File: src/rtl/cache_pkg.sv
// -----------------------------------------------------------------------------
// cache_pkg
// Shared definitions for the 4-line x 16-word direct-mapped data cache and
// its memory-side line fill / write-back controller.
//   - word, line and address geometry
//   - controller state encoding
//   - word-address builder (pure concatenation of line address and beat)
// -----------------------------------------------------------------------------
package cache_pkg;

    localparam int WORD_W      = 16;
    localparam int LINE_WORDS  = 16;
    localparam int LINE_W      = WORD_W * LINE_WORDS;   // 256
    localparam int TAG_W       = 10;
    localparam int INDEX_W     = 2;
    localparam int LINE_ADDR_W = TAG_W + INDEX_W;       // 12: {tag, index}
    localparam int BEAT_W      = 4;                     // log2(LINE_WORDS)
    localparam int MEM_ADDR_W  = LINE_ADDR_W + BEAT_W;  // 16

    localparam logic [BEAT_W-1:0] BEAT_FIRST = 4'd0;
    localparam logic [BEAT_W-1:0] BEAT_LAST  = 4'd15;

    typedef enum logic [1:0] {
        IDLE = 2'd0,
        WB   = 2'd1,
        FILL = 2'd2,
        DONE = 2'd3
    } fill_state_e;

    // Word address of one beat inside a line; concatenation only, the beat
    // counter supplies the low bits so no carry can reach the line address.
    function automatic logic [MEM_ADDR_W-1:0] word_addr(
        input logic [LINE_ADDR_W-1:0] line_addr,
        input logic [BEAT_W-1:0]      beat
    );
        return {line_addr, beat};
    endfunction

endpackage

File: src/rtl/line_beat_buf.sv
// -----------------------------------------------------------------------------
// line_beat_buf
// 16 x 16-bit line buffer shared by the write-back and refill paths.
//   clk, rst   : clock, synchronous active-high clear of every word
//   line_load  : load all words from line_in (victim capture)
//   line_in    : flat line, word k at [16k+15:16k]
//   word_we    : write word_in into word word_sel (refill assembly)
//   word_sel   : word index for word_we
//   word_in    : word to write
//   rd_sel     : word index for the serialising read port
//   rd_word    : word rd_sel (combinational read of registered storage)
//   line_out   : flat view of all words, word k at [16k+15:16k]
// -----------------------------------------------------------------------------
module line_beat_buf
    import cache_pkg::*;
(
    input  logic                clk,
    input  logic                rst,
    input  logic                line_load,
    input  logic [LINE_W-1:0]   line_in,
    input  logic                word_we,
    input  logic [BEAT_W-1:0]   word_sel,
    input  logic [WORD_W-1:0]   word_in,
    input  logic [BEAT_W-1:0]   rd_sel,
    output logic [WORD_W-1:0]   rd_word,
    output logic [LINE_W-1:0]   line_out
);

    logic [WORD_W-1:0] words_r [LINE_WORDS];

    // Storage: whole-line load has priority over a single-word write.
    always_ff @(posedge clk) begin
        if (rst) begin
            for (int k = 0; k < LINE_WORDS; k++) begin
                words_r[k] <= {WORD_W{1'b0}};
            end
        end else if (line_load) begin
            for (int k = 0; k < LINE_WORDS; k++) begin
                words_r[k] <= line_in[k*WORD_W +: WORD_W];
            end
        end else if (word_we) begin
            words_r[word_sel] <= word_in;
        end else begin
            words_r <= words_r;
        end
    end

    assign rd_word = words_r[rd_sel];

    // Flat view of the buffer for the refill line.
    always_comb begin
        line_out = {LINE_W{1'b0}};
        for (int k = 0; k < LINE_WORDS; k++) begin
            line_out[k*WORD_W +: WORD_W] = words_r[k];
        end
    end

endmodule

File: src/rtl/line_fill_ctrl.sv
// -----------------------------------------------------------------------------
// line_fill_ctrl
// Memory-side stage of the data cache: optionally writes a dirty victim line
// back as 16 word writes, then optionally refills a line with 16 word reads.
//   clk, rst        : clock, synchronous active-high reset
//   fill_req        : refill request, held until fill_valid
//   fill_line_addr  : line to refill
//   wb_req          : write-back request, held until wb_done or fill_valid
//   wb_line_addr    : victim line address
//   wb_line         : victim data, word k at [16k+15:16k]
//   busy            : controller not idle
//   fill_valid      : one-cycle pulse, fill_data holds the refilled line
//   fill_data       : last assembled refill line
//   wb_done         : one-cycle pulse, write-back-only request finished
//   mem_addr        : word address {line_addr, beat}
//   mem_rd, mem_wr  : word read / write request, never together
//   mem_wdata       : write data
//   mem_rdata       : read data, valid with mem_ack
//   mem_ack         : current word transfer completes this cycle
// All outputs are registered.
// -----------------------------------------------------------------------------
module line_fill_ctrl
    import cache_pkg::*;
(
    input  logic                   clk,
    input  logic                   rst,
    input  logic                   fill_req,
    input  logic [LINE_ADDR_W-1:0] fill_line_addr,
    input  logic                   wb_req,
    input  logic [LINE_ADDR_W-1:0] wb_line_addr,
    input  logic [LINE_W-1:0]      wb_line,
    output logic                   busy,
    output logic                   fill_valid,
    output logic [LINE_W-1:0]      fill_data,
    output logic                   wb_done,
    output logic [MEM_ADDR_W-1:0]  mem_addr,
    output logic                   mem_rd,
    output logic                   mem_wr,
    output logic [WORD_W-1:0]      mem_wdata,
    input  logic [WORD_W-1:0]      mem_rdata,
    input  logic                   mem_ack
);

    fill_state_e            state_r;
    logic [BEAT_W-1:0]      beat_r;
    logic [BEAT_W-1:0]      beat_nx_s;
    logic [LINE_ADDR_W-1:0] fill_addr_r;
    logic [LINE_ADDR_W-1:0] wb_addr_r;
    logic                   do_fill_r;
    logic                   do_wb_r;

    logic                   accept_s;
    logic                   line_load_s;
    logic                   word_we_s;
    logic [WORD_W-1:0]      buf_word_s;
    logic [LINE_W-1:0]      buf_line_s;
    logic [LINE_W-1:0]      fill_merge_s;

    // 4-bit counter, wraps 15 -> 0 on its own.
    assign beat_nx_s = beat_r + 4'd1;

    // Request sampling and buffer write strobes.
    always_comb begin
        accept_s    = 1'b0;
        line_load_s = 1'b0;
        word_we_s   = 1'b0;
        if (state_r == IDLE) begin
            accept_s    = fill_req | wb_req;
            line_load_s = wb_req;
        end else begin
            accept_s    = 1'b0;
            line_load_s = 1'b0;
        end
        if (state_r == FILL) begin
            word_we_s = mem_ack;
        end else begin
            word_we_s = 1'b0;
        end
    end

    // The last read word lands in the buffer on the same edge that raises
    // fill_valid, so the published line is the buffer with word 15 patched in.
    always_comb begin
        fill_merge_s = buf_line_s;
        fill_merge_s[LINE_W-1 -: WORD_W] = mem_rdata;
    end

    // The read port looks one beat ahead: mem_wdata is registered, so the
    // word for the next beat must be ready when the current one is acked.
    line_beat_buf u_beat_buf (
        .clk       (clk),
        .rst       (rst),
        .line_load (line_load_s),
        .line_in   (wb_line),
        .word_we   (word_we_s),
        .word_sel  (beat_r),
        .word_in   (mem_rdata),
        .rd_sel    (beat_nx_s),
        .rd_word   (buf_word_s),
        .line_out  (buf_line_s)
    );

    // Controller FSM with registered memory-side and cache-side outputs.
    always_ff @(posedge clk) begin
        if (rst) begin
            state_r     <= IDLE;
            beat_r      <= BEAT_FIRST;
            fill_addr_r <= {LINE_ADDR_W{1'b0}};
            wb_addr_r   <= {LINE_ADDR_W{1'b0}};
            do_fill_r   <= 1'b0;
            do_wb_r     <= 1'b0;
            busy        <= 1'b0;
            fill_valid  <= 1'b0;
            wb_done     <= 1'b0;
            fill_data   <= {LINE_W{1'b0}};
            mem_addr    <= {MEM_ADDR_W{1'b0}};
            mem_rd      <= 1'b0;
            mem_wr      <= 1'b0;
            mem_wdata   <= {WORD_W{1'b0}};
        end else begin
            fill_valid <= 1'b0;
            wb_done    <= 1'b0;
            case (state_r)
                IDLE: begin
                    if (accept_s) begin
                        fill_addr_r <= fill_line_addr;
                        wb_addr_r   <= wb_line_addr;
                        do_fill_r   <= fill_req;
                        do_wb_r     <= wb_req;
                        beat_r      <= BEAT_FIRST;
                        busy        <= 1'b1;
                        if (wb_req) begin
                            // Word 0 comes straight from the port; the buffer
                            // is loaded on this same edge.
                            state_r   <= WB;
                            mem_wr    <= 1'b1;
                            mem_rd    <= 1'b0;
                            mem_addr  <= word_addr(wb_line_addr, BEAT_FIRST);
                            mem_wdata <= wb_line[WORD_W-1:0];
                        end else begin
                            state_r   <= FILL;
                            mem_wr    <= 1'b0;
                            mem_rd    <= 1'b1;
                            mem_addr  <= word_addr(fill_line_addr, BEAT_FIRST);
                            mem_wdata <= {WORD_W{1'b0}};
                        end
                    end else begin
                        busy   <= 1'b0;
                        mem_rd <= 1'b0;
                        mem_wr <= 1'b0;
                    end
                end

                WB: begin
                    if (mem_ack) begin
                        beat_r <= beat_nx_s;
                        if (beat_r == BEAT_LAST) begin
                            mem_wr    <= 1'b0;
                            mem_wdata <= {WORD_W{1'b0}};
                            if (do_fill_r) begin
                                state_r  <= FILL;
                                mem_rd   <= 1'b1;
                                mem_addr <= word_addr(fill_addr_r, BEAT_FIRST);
                            end else begin
                                state_r <= DONE;
                                mem_rd  <= 1'b0;
                                wb_done <= do_wb_r;
                            end
                        end else begin
                            mem_addr  <= word_addr(wb_addr_r, beat_nx_s);
                            mem_wdata <= buf_word_s;
                        end
                    end else begin
                        // Unacked write: address and data hold.
                        beat_r <= beat_r;
                    end
                end

                FILL: begin
                    if (mem_ack) begin
                        beat_r <= beat_nx_s;
                        if (beat_r == BEAT_LAST) begin
                            state_r    <= DONE;
                            mem_rd     <= 1'b0;
                            fill_valid <= 1'b1;
                            fill_data  <= fill_merge_s;
                        end else begin
                            mem_addr <= word_addr(fill_addr_r, beat_nx_s);
                        end
                    end else begin
                        beat_r <= beat_r;
                    end
                end

                DONE: begin
                    state_r <= IDLE;
                    busy    <= 1'b0;
                    mem_rd  <= 1'b0;
                    mem_wr  <= 1'b0;
                end

                default: begin
                    state_r <= IDLE;
                    busy    <= 1'b0;
                    mem_rd  <= 1'b0;
                    mem_wr  <= 1'b0;
                end
            endcase
        end
    end

endmodule

File: config.mk
export PLATFORM = sky130hd
export DESIGN_NAME = line_fill_ctrl
export DESIGN_NICKNAME = d
export VERILOG_FILES = /design/src/rtl/cache_pkg.sv /design/src/rtl/line_beat_buf.sv /design/src/rtl/line_fill_ctrl.sv
export SDC_FILE = /design/constraint.sdc
export NUM_CORES = 1
export LEC_CHECK = 0
export ABC_CLOCK_PERIOD_IN_PS = 2600
export CAP_MARGIN = 20
export CELL_PAD_IN_SITES_DETAIL_PLACEMENT = 1
export CELL_PAD_IN_SITES_GLOBAL_PLACEMENT = 2
export CORE_MARGIN = 4
export CORE_UTILIZATION = 29
export DETAILED_ROUTE_END_ITERATION = 8
export PLACE_DENSITY_LB_ADDON = 0.2
export SLEW_MARGIN = 20
export SYNTH_ARGS = -nofsm -noshare
export SYNTH_HDL_FRONTEND = slang
export SYNTH_HIERARCHICAL = 1
export SYNTH_SLANG_ARGS = --single-unit
File: constraint.sdc
create_clock -name clk -period 2.6 [get_ports clk]
set_input_delay 0.52 -clock clk [delete_from_list [all_inputs] [get_ports clk]]
set_output_delay 0.52 -clock clk [all_outputs]
set_load 0.005 [all_outputs]
# After elaboration in Yosys (flattened, before gate mapping)
# Index checks and enable logic that the tools add are counted.
op_classes:
  add_sub_neg: 1
  n_reduce_logical: 19
  n_eq_ne: 12
  magnitude_cmp: 3
  mux: 49
  bitwise_logic: 7
op_table:
  columns: ["operator", "count"]
  rows:
  - ["two-way mux 256 bit", 2]
  - ["bitwise mux 256 bit", 1]
  - ["two-way mux 16 bit", 14]
  - ["binary-select mux 16 bit (select 4 bit)", 1]
  - ["demux 16 bit (select 4 bit)", 1]
  - ["case mux 16 bit (3 select lines)", 1]
  - ["case mux 16 bit (2 select lines)", 1]
  - ["two-way mux 1 bit", 15]
  - ["two-way mux 2 bit", 6]
  - ["AND reduction 3 bit", 4]
  - [">= comparator 5 bit, second input constant", 2]
  - ["inequality test 2 bit, second input constant", 5]
  - ["inverter 4 -> 5 bit", 2]
  - ["two-way mux 4 bit", 2]
  - ["case mux 2 bit (4 select lines)", 1]
  - ["case mux 4 bit (2 select lines)", 1]
  - ["nonzero test 2 bit", 4]
  - ["AND reduction 6 bit", 1]
  - ["nonzero test 3 bit", 2]
  - ["less-than comparator 5 x 1 -> 1 bit, second input constant", 1]
  - ["AND reduction 5 bit", 1]
  - ["OR reduction 5 bit", 1]
  - ["adder 4 x 1 -> 4 bit, second input constant", 1]
  - ["== test 2 bit, second input constant", 2]
  - ["other kinds (15)", 19]
word_totals:
  in_bits: 301
  elab_cells: 121
  output_inout_bits: 293
  ff_bits: 581

# Logic depth before layout (Yosys ltp)
depth:
  depth_word: 8
  mapped_depth: 10
  ltp_nobuf: 7

# Modules after synthesis
# The synthesis kept the hierarchy.
modules_own_cells:
  columns: ["mod", "n_inst", "seq_area_each_um2", "cells_each", "area_each_um2"]
  rows:
  - ["line_beat_buf", 1, 5124.9, 1660, 14014.7]
  - ["line_fill_ctrl", 1, 6506.2, 1530, 12075.3]

# Worst setup path after synthesis
# OpenSTA, ideal clock, no wires.
synth_path:
  kind: "reg2reg"
  startpoint: "reg beat_r[2]"
  endpoint: "reg mem_wdata[4]"
  arrival_time_ns: 2.142
  setup_time_ns: 0.086
  setup_slack_ns: 0.373
  stages_incl_launch_ff: 11
  path_buffers: 3
  period_less_slack_ns: 2.227
  required_time_ns: 2.514
  cell_sequence: "dfxtp_1 -> buf_2 -> nand3_1 -> xnor2_1 -> nor2b_1 -> clkbuf_1 -> clkbuf_1 -> a22oi_1 -> nand2_1 -> a22oi_1 -> a211oi_1"
synth_between:
  elab_chain_len: 8
  elab_cells_between_ends: 9
  classes_between: "add/sub (1); eq/ne (1); mux (6); bitwise (1)"
synth_rtl:
  columns: ["item", "line", "source"]
  rows:
  - ["from (decl)", "line_fill_ctrl.sv:45", "logic [BEAT_W-1:0] beat_r;"]
  - ["from (signal assigned)", "line_fill_ctrl.sv:156", "beat_r <= beat_nx_s;"]
  - ["from (signal assigned)", "line_fill_ctrl.sv:175", "beat_r <= beat_r;"]
  - ["from (signal assigned)", "line_fill_ctrl.sv:181", "beat_r <= beat_nx_s;"]
  - ["adder 4 x 1 -> 4 bit", "line_fill_ctrl.sv:60", "assign beat_nx_s = beat_r + 4'd1;"]
  - ["named net beat_nx_s[3]", "line_fill_ctrl.sv:46", "logic [BEAT_W-1:0] beat_nx_s;"]
  - ["inverter 4 -> 5 bit (not written as such)", "line_beat_buf.sv:48", "assign rd_word = words_r[rd_sel];"]
  - ["binary-select mux 16 bit (select 4 bit)", "line_beat_buf.sv:48", null]
  - ["two-way mux 16 bit (not written as such) (2 in a row)", "line_beat_buf.sv:48", null]
  - ["named net buf_word_s[4]", "line_fill_ctrl.sv:55", "logic [WORD_W-1:0] buf_word_s;"]
  - ["two-way mux 16 bit", "line_fill_ctrl.sv:157", "if (beat_r == BEAT_LAST) begin"]
  - ["two-way mux 16 bit", "line_fill_ctrl.sv:155", "if (mem_ack) begin"]
  - ["case mux 16 bit (2 select lines)", "line_fill_ctrl.sv:123", "case (state_r)"]
  - ["to (signal assigned)", "line_fill_ctrl.sv:119", "mem_wdata <= {WORD_W{1'b0}};"]
  - ["to (signal assigned)", "line_fill_ctrl.sv:159", "mem_wdata <= {WORD_W{1'b0}};"]
  - ["to (signal assigned)", "line_fill_ctrl.sv:171", "mem_wdata <= buf_word_s;"]
  - ["to (decl)", "line_fill_ctrl.sv:39", "output logic [WORD_W-1:0] mem_wdata,"]
# The timed path passes the listed nets, and every way through them passes these cells. The select of a mux whose other input is x is not followed.
# A chain may end at the register's enable or synchronous reset.

# Worst setup path in the final report
layout_path:
  startpoint: "reg beat_r[0]"
  endpoint: "reg mem_wdata[1]"
# Same word-level chain as after synthesis.

==> impl_results.html <==
<table>
<tr><th>Metric</th><th>Value</th></tr>
<tr><th colspan="2">Synthesis</th></tr>
<tr><td>Share of synthesized area spent on multiplexers</td><td>0.0636</td></tr>
<tr><td>Flop and latch count out of synthesis</td><td>between 500 and 600</td></tr>
<tr><td>Post-Synthesis Mean Instance Area</td><td>a little over 8 sq um</td></tr>
<tr><td>Yosys top cell area share</td><td>0.446</td></tr>
<tr><td>Most used DFF post-synth</td><td>sky130_fd_sc_hd__dfxtp_1</td></tr>
<tr><td>Share of synthesized area occupied by flip-flops and latches</td><td>0.446</td></tr>
<tr><td>EDFF count, synth</td><td>0</td></tr>
<tr><td>Share of the synthesized area in compound gates (AO/OA/AOI/OAI)</td><td>0.224</td></tr>
<tr><td>Post-Syn Instances</td><td>about 3200</td></tr>
<tr><td>Number of warning messages in the yosys log</td><td>6</td></tr>
<tr><td>Most frequent cells after synthesis</td><td>sky130_fd_sc_hd__nand2_1 (612), sky130_fd_sc_hd__dfxtp_1 (581), sky130_fd_sc_hd__a21oi_1 (304)</td></tr>
<tr><td>Combinational family with the most area after synthesis</td><td>compound AO/OA/AOI/OAI gates</td></tr>
<tr><td>Simple-gate share of the synthesized area</td><td>0.193</td></tr>
<tr><td>Post-Synth Adder-Cell Area</td><td>0.00288</td></tr>
<tr><td>Synthesized net count</td><td>~3500</td></tr>
<tr><td>Most frequent cell after synthesis</td><td>sky130_fd_sc_hd__nand2_1</td></tr>
<tr><td>Proportion of register bits with asynchronous set or reset after synthesis</td><td>0</td></tr>
<tr><td>Fraction of synthesized cell area in xor and xnor cells</td><td>0.000671</td></tr>
<tr><td>Cell types occupying the most area after synthesis</td><td>sky130_fd_sc_hd__dfxtp_1 (45%), sky130_fd_sc_hd__nand2_1 (8.8%), sky130_fd_sc_hd__a311oi_1 (8.6%)</td></tr>
<tr><td>Mapped Area</td><td>between 20000 and 30000 sq um</td></tr>
<tr><td>Number of library cell types mapped by synthesis</td><td>56</td></tr>
<tr><td>Library cell occupying the most area in the post-synthesis netlist</td><td>sky130_fd_sc_hd__dfxtp_1</td></tr>
<tr><th colspan="2">Timing</th></tr>
<tr><td>Slew Viols, Final</td><td>0</td></tr>
<tr><td>Setup repair after global routing missed its margin</td><td>no</td></tr>
<tr><td>Period utilization</td><td>0.966</td></tr>
<tr><td>Fmax</td><td>0.398 GHz</td></tr>
<tr><td>Post-route minimum period</td><td>2510 ps</td></tr>
<tr><td>Clock Skews</td><td>roughly 24 ps</td></tr>
<tr><td>Post-Route Setup TNS</td><td>0 ps</td></tr>
<tr><td>Number of endpoints with negative hold slack in the final report</td><td>0</td></tr>
<tr><td>Worst hold slack across all endpoints</td><td>just over 400 ps</td></tr>
<tr><td>Worst slew margin</td><td>0.417</td></tr>
<tr><td>Setup violators final</td><td>0</td></tr>
<tr><td>Transition at the pin with the smallest max-transition slack</td><td>874 ps</td></tr>
<tr><th colspan="2">CTS</th></tr>
<tr><td>Worst skew pair latency</td><td>between 600 and 700 ps</td></tr>
<tr><td>Clock slew seen by the registers of the worst setup and hold paths</td><td>roughly 60 ps</td></tr>
<tr><td>Deepest level of the CTS H-tree</td><td>3</td></tr>
<tr><td>CTS tree</td><td>built</td></tr>
<tr><td>Clock buffers created by TritonCTS</td><td>72</td></tr>
<tr><td>CTS Root Buffer Type</td><td>sky130_fd_sc_hd__clkbuf_16</td></tr>
<tr><td>Number of buffers on the longest clock path</td><td>3</td></tr>
<tr><td>Number of sinks handled by clock tree synthesis</td><td>around 580</td></tr>
<tr><th colspan="2">Placed design</th></tr>
<tr><td>Count of input and output buffers</td><td>between 500 and 600</td></tr>
<tr><td>Number of cells after detailed placement</td><td>approximately 4700</td></tr>
<tr><td>Routability-driven placement congestion ratio</td><td>about 0.86</td></tr>
<tr><td>Placed wire-length estimate after detailed placement</td><td>roughly 100000 um</td></tr>
<tr><td>Area after DPL</td><td>between 30000 and 40000 sq um</td></tr>
<tr><th colspan="2">Setup path</th></tr>
<tr><td>Critical path required time</td><td>a little over 3000 ps</td></tr>
<tr><td>Setup Crit Path Kind</td><td>reg2reg</td></tr>
<tr><td>Worst-path fanout max</td><td>16</td></tr>
<tr><td>Startpoint type of the worst setup path</td><td>flip-flop</td></tr>
<tr><td>Source of the worst register-to-register timing path</td><td>beat_r[0]</td></tr>
<tr><td>Worst-case reg-to-reg path depth</td><td>10</td></tr>
<tr><td>Beginning of the critical path</td><td>beat_r[0]</td></tr>
<tr><td>Worst endpoint data arrival time</td><td>approximately 3000 ps</td></tr>
<tr><td>Endpoint kind of the worst setup timing path</td><td>flip-flop</td></tr>
<tr><td>Crit path to</td><td>mem_wdata[1]</td></tr>
<tr><td>Reg-to-reg setup timing slack</td><td>roughly 90 ps</td></tr>
<tr><td>RR Endpoint</td><td>mem_wdata[1]</td></tr>
<tr><th colspan="2">Drt</th></tr>
<tr><td>Number of routed nets with antenna violations</td><td>0</td></tr>
<tr><td>1st-pass router iterations</td><td>5</td></tr>
<tr><td>Post-detailed-routing wire length</td><td>around 140000 um</td></tr>
<tr><td>Per-cell routed wire length</td><td>a little under 30 um</td></tr>
<tr><td>Number of DRC markers after the initial detailed-route iteration</td><td>about 2700</td></tr>
<tr><td># DRC</td><td>0</td></tr>
<tr><td>Via total after detailed routing</td><td>~28000</td></tr>
<tr><td>Post-detailed-route via-to-cell ratio</td><td>5.73</td></tr>
<tr><th colspan="2">Worst hold path</th></tr>
<tr><td>Instance count along the most critical hold path</td><td>2</td></tr>
<tr><td>Min-delay src</td><td>rst</td></tr>
<tr><td>Worst min-delay path category</td><td>in2reg</td></tr>
<tr><th colspan="2">Global routing</th></tr>
<tr><td>Antenna violations before repair</td><td>8</td></tr>
<tr><td>Overall Global Routing Usage</td><td>0.285</td></tr>
<tr><td>Wire length of the first global-routing pass</td><td>approximately 200000 um</td></tr>
<tr><td>Global route total overflow</td><td>0</td></tr>
<tr><td>Largest net degree at the start of global routing</td><td>90</td></tr>
<tr><td>Vias in the first global route</td><td>between 20000 and 30000</td></tr>
<tr><th colspan="2">Final layout</th></tr>
<tr><td>Final layout net count</td><td>3947</td></tr>
<tr><td>Multi-input gate area in the final layout</td><td>about 13000 sq um</td></tr>
<tr><td>Layout fillers</td><td>10200</td></tr>
<tr><td>Fraction of final layout cells sized beyond drive strength 1</td><td>0.0937</td></tr>
<tr><td>Post-route cell area</td><td>about 36000 sq um</td></tr>
<tr><td>Finished Layout Cells</td><td>4864</td></tr>
<tr><td>Area used by sequential logic in the layout</td><td>roughly 12000 sq um</td></tr>
<tr><td>Layout area overhead</td><td>37.7%</td></tr>
<tr><th colspan="2">Die</th></tr>
<tr><td>Area enclosed by the die boundary</td><td>roughly 95000 sq um</td></tr>
<tr><td>Total I/O pin count</td><td>approximately 600</td></tr>
<tr><td>Row Count</td><td>109</td></tr>
<tr><td>Height of the die</td><td>slightly above 300 um</td></tr>
<tr><td>Starting density of the core</td><td>0.294</td></tr>
<tr><td>Core area</td><td>slightly below 90000 sq um</td></tr>
<tr><td>Horizontal die dimension</td><td>about 310 um</td></tr>
<tr><th colspan="2">Job</th></tr>
<tr><td>Number of max-cap violations</td><td>0</td></tr>
<tr><th colspan="2">Power and ir drop</th></tr>
<tr><td>Worst VDD drop</td><td>just over 0.0005 V</td></tr>
<tr><td>Proportion of power drawn by combinational gates</td><td>0.330</td></tr>
<tr><td>Share of power burned in registers</td><td>0.358</td></tr>
<tr><td>Internal power contribution</td><td>~0.02 W</td></tr>
<tr><td>Clock Power Share</td><td>0.311</td></tr>
<tr><td>Switching power of the nets</td><td>0.0121 W</td></tr>
<tr><td>Switching fraction of total power</td><td>0.371</td></tr>
<tr><td>LEAKAGE</td><td>between 10 and 15 nW</td></tr>
<tr><td>Power per cell area</td><td>905 nW/um^2</td></tr>
<tr><td>Total Power</td><td>between 0.03 and 0.04 W</td></tr>
<tr><th colspan="2">Run status</th></tr>
<tr><td>Run status</td><td>complete, no violations</td></tr>
</table>
[placed cells by master (no fill, tap or decap), types with 16 or more instances in the layout]
cell type,netlist,final
sky130_fd_sc_hd__a22oi_1,48,47
sky130_fd_sc_hd__nand2_1,612,611
sky130_fd_sc_hd__nor2_1,286,284
sky130_fd_sc_hd__clkbuf_1,236,18
sky130_fd_sc_hd__a311oi_1,256,256
sky130_fd_sc_hd__a21oi_1,304,304
sky130_fd_sc_hd__mux2i_1,16,16
sky130_fd_sc_hd__clkbuf_8,0,19
sky130_fd_sc_hd__mux4_2,48,49
sky130_fd_sc_hd__clkdlybuf4s50_1,0,583
sky130_fd_sc_hd__inv_1,18,17
sky130_fd_sc_hd__clkbuf_16,0,76
sky130_fd_sc_hd__dfxtp_1,581,581
sky130_fd_sc_hd__nand3_1,260,259
sky130_fd_sc_hd__buf_12,1,54
sky130_fd_sc_hd__a211oi_1,17,17
sky130_fd_sc_hd__o21ai_0,270,270
sky130_fd_sc_hd__buf_4,50,98
[power by group through the flow]
stage | Sequential, W | Combinational (W) | Clock (W)
after global placement | 0.0117 | 0.0103 | 0
final | 0.0117 | 0.0107 | 0.0101
after floorplan | 0.0110 | 0.00613 | 0
after CTS | 0.0116 | 0.0106 | 0.0103
after detailed placement | 0.0118 | 0.0105 | 0
after global routing | 0.0118 | 0.0114 | 0.0107
[logic make-up (layout without fill, tap and decap cells)]
group,count (synthesis),after routing
multiplexers,80,80
AND/OR/NAND/NOR,1208,1208
other,0,8
AO/OA/AOI/OAI,925,925
XOR/XNOR,2,2
adder cells (fa/ha/maj),6,6
buffers and inverters,388,889
flip-flops,581,581
[per-layer routing]
| metal | vias to the layer above | routed length, um | GRT usage |
|---|---|---|---|
| met3 | 256 | 9980 | 0.0515 |
| met5 | - | 0 | 0 |
| met1 | 14100 | 61000 | 0.385 |
| met2 | 1167 | 64000 | 0.452 |
| li1 | 12300 | - | - |
| met4 | 0 | 5730 | 0.110 |
[final cells by class]
| type | instances | area share |
|---|---|---|
| repair buffers | 745 | 0.215 |
| well taps | 1165 | 0.0406 |
| diodes | 8 | 0.000557 |
| clock buffers | 113 | 0.0621 |
| flip-flops and latches | 581 | 0.324 |
| multi-input cells | 2221 | 0.353 |
| clock inverters | 12 | 0.00289 |
| inverters | 19 | 0.00226 |
[registers in the layout, indices dropped and copies added (netlist names), 2 cells and up]
register / cells
fill_addr_r: 12
beat_r: 4
wb_addr_r: 12
u_beat_buf/line_out: 256
mem_wdata: 16
mem_addr: 16
state_r: 2
fill_data: 256
[what timing repair did]
action,CTS,global route
setup endpoints to repair,1,2
hold buffers,0,0
pin swaps,1,0
gates resized for setup,0,2
setup buffers,3,0
[metrics by stage]
step / util / worst slack [ps]
final: 0.405 / 89.1
after global routing: 0.405 / 2.33
after CTS: 0.404 / 5.05
after detailed placement: 0.378 / -83.4
after global placement: 0.378 / -7.93
after floorplan: - / 373
[worst min-delay path by stage]
stage,endpoint,slack [ps]
6_report,fill_data[140],410
5_1_grt,fill_data[248],410
4_1_cts,fill_data[248],370
3_5_place_dp,fill_addr_r[3],450
3_3_place_gp,fill_data[244],440
2_1_floorplan,wb_done,410
[worst max-delay path, cell delays in order (launching register included)]
cell	delay, ps
sky130_fd_sc_hd__dfxtp_1	380
sky130_fd_sc_hd__buf_4	180
sky130_fd_sc_hd__inv_4	80
sky130_fd_sc_hd__buf_12	190
sky130_fd_sc_hd__buf_4	160
sky130_fd_sc_hd__mux4_2	560
sky130_fd_sc_hd__a22oi_2	290
sky130_fd_sc_hd__buf_4	170
sky130_fd_sc_hd__nand2_1	40
sky130_fd_sc_hd__a22oi_1	210
sky130_fd_sc_hd__a211oi_1	120
Note: power is estimated with default switching activity, not from simulation.
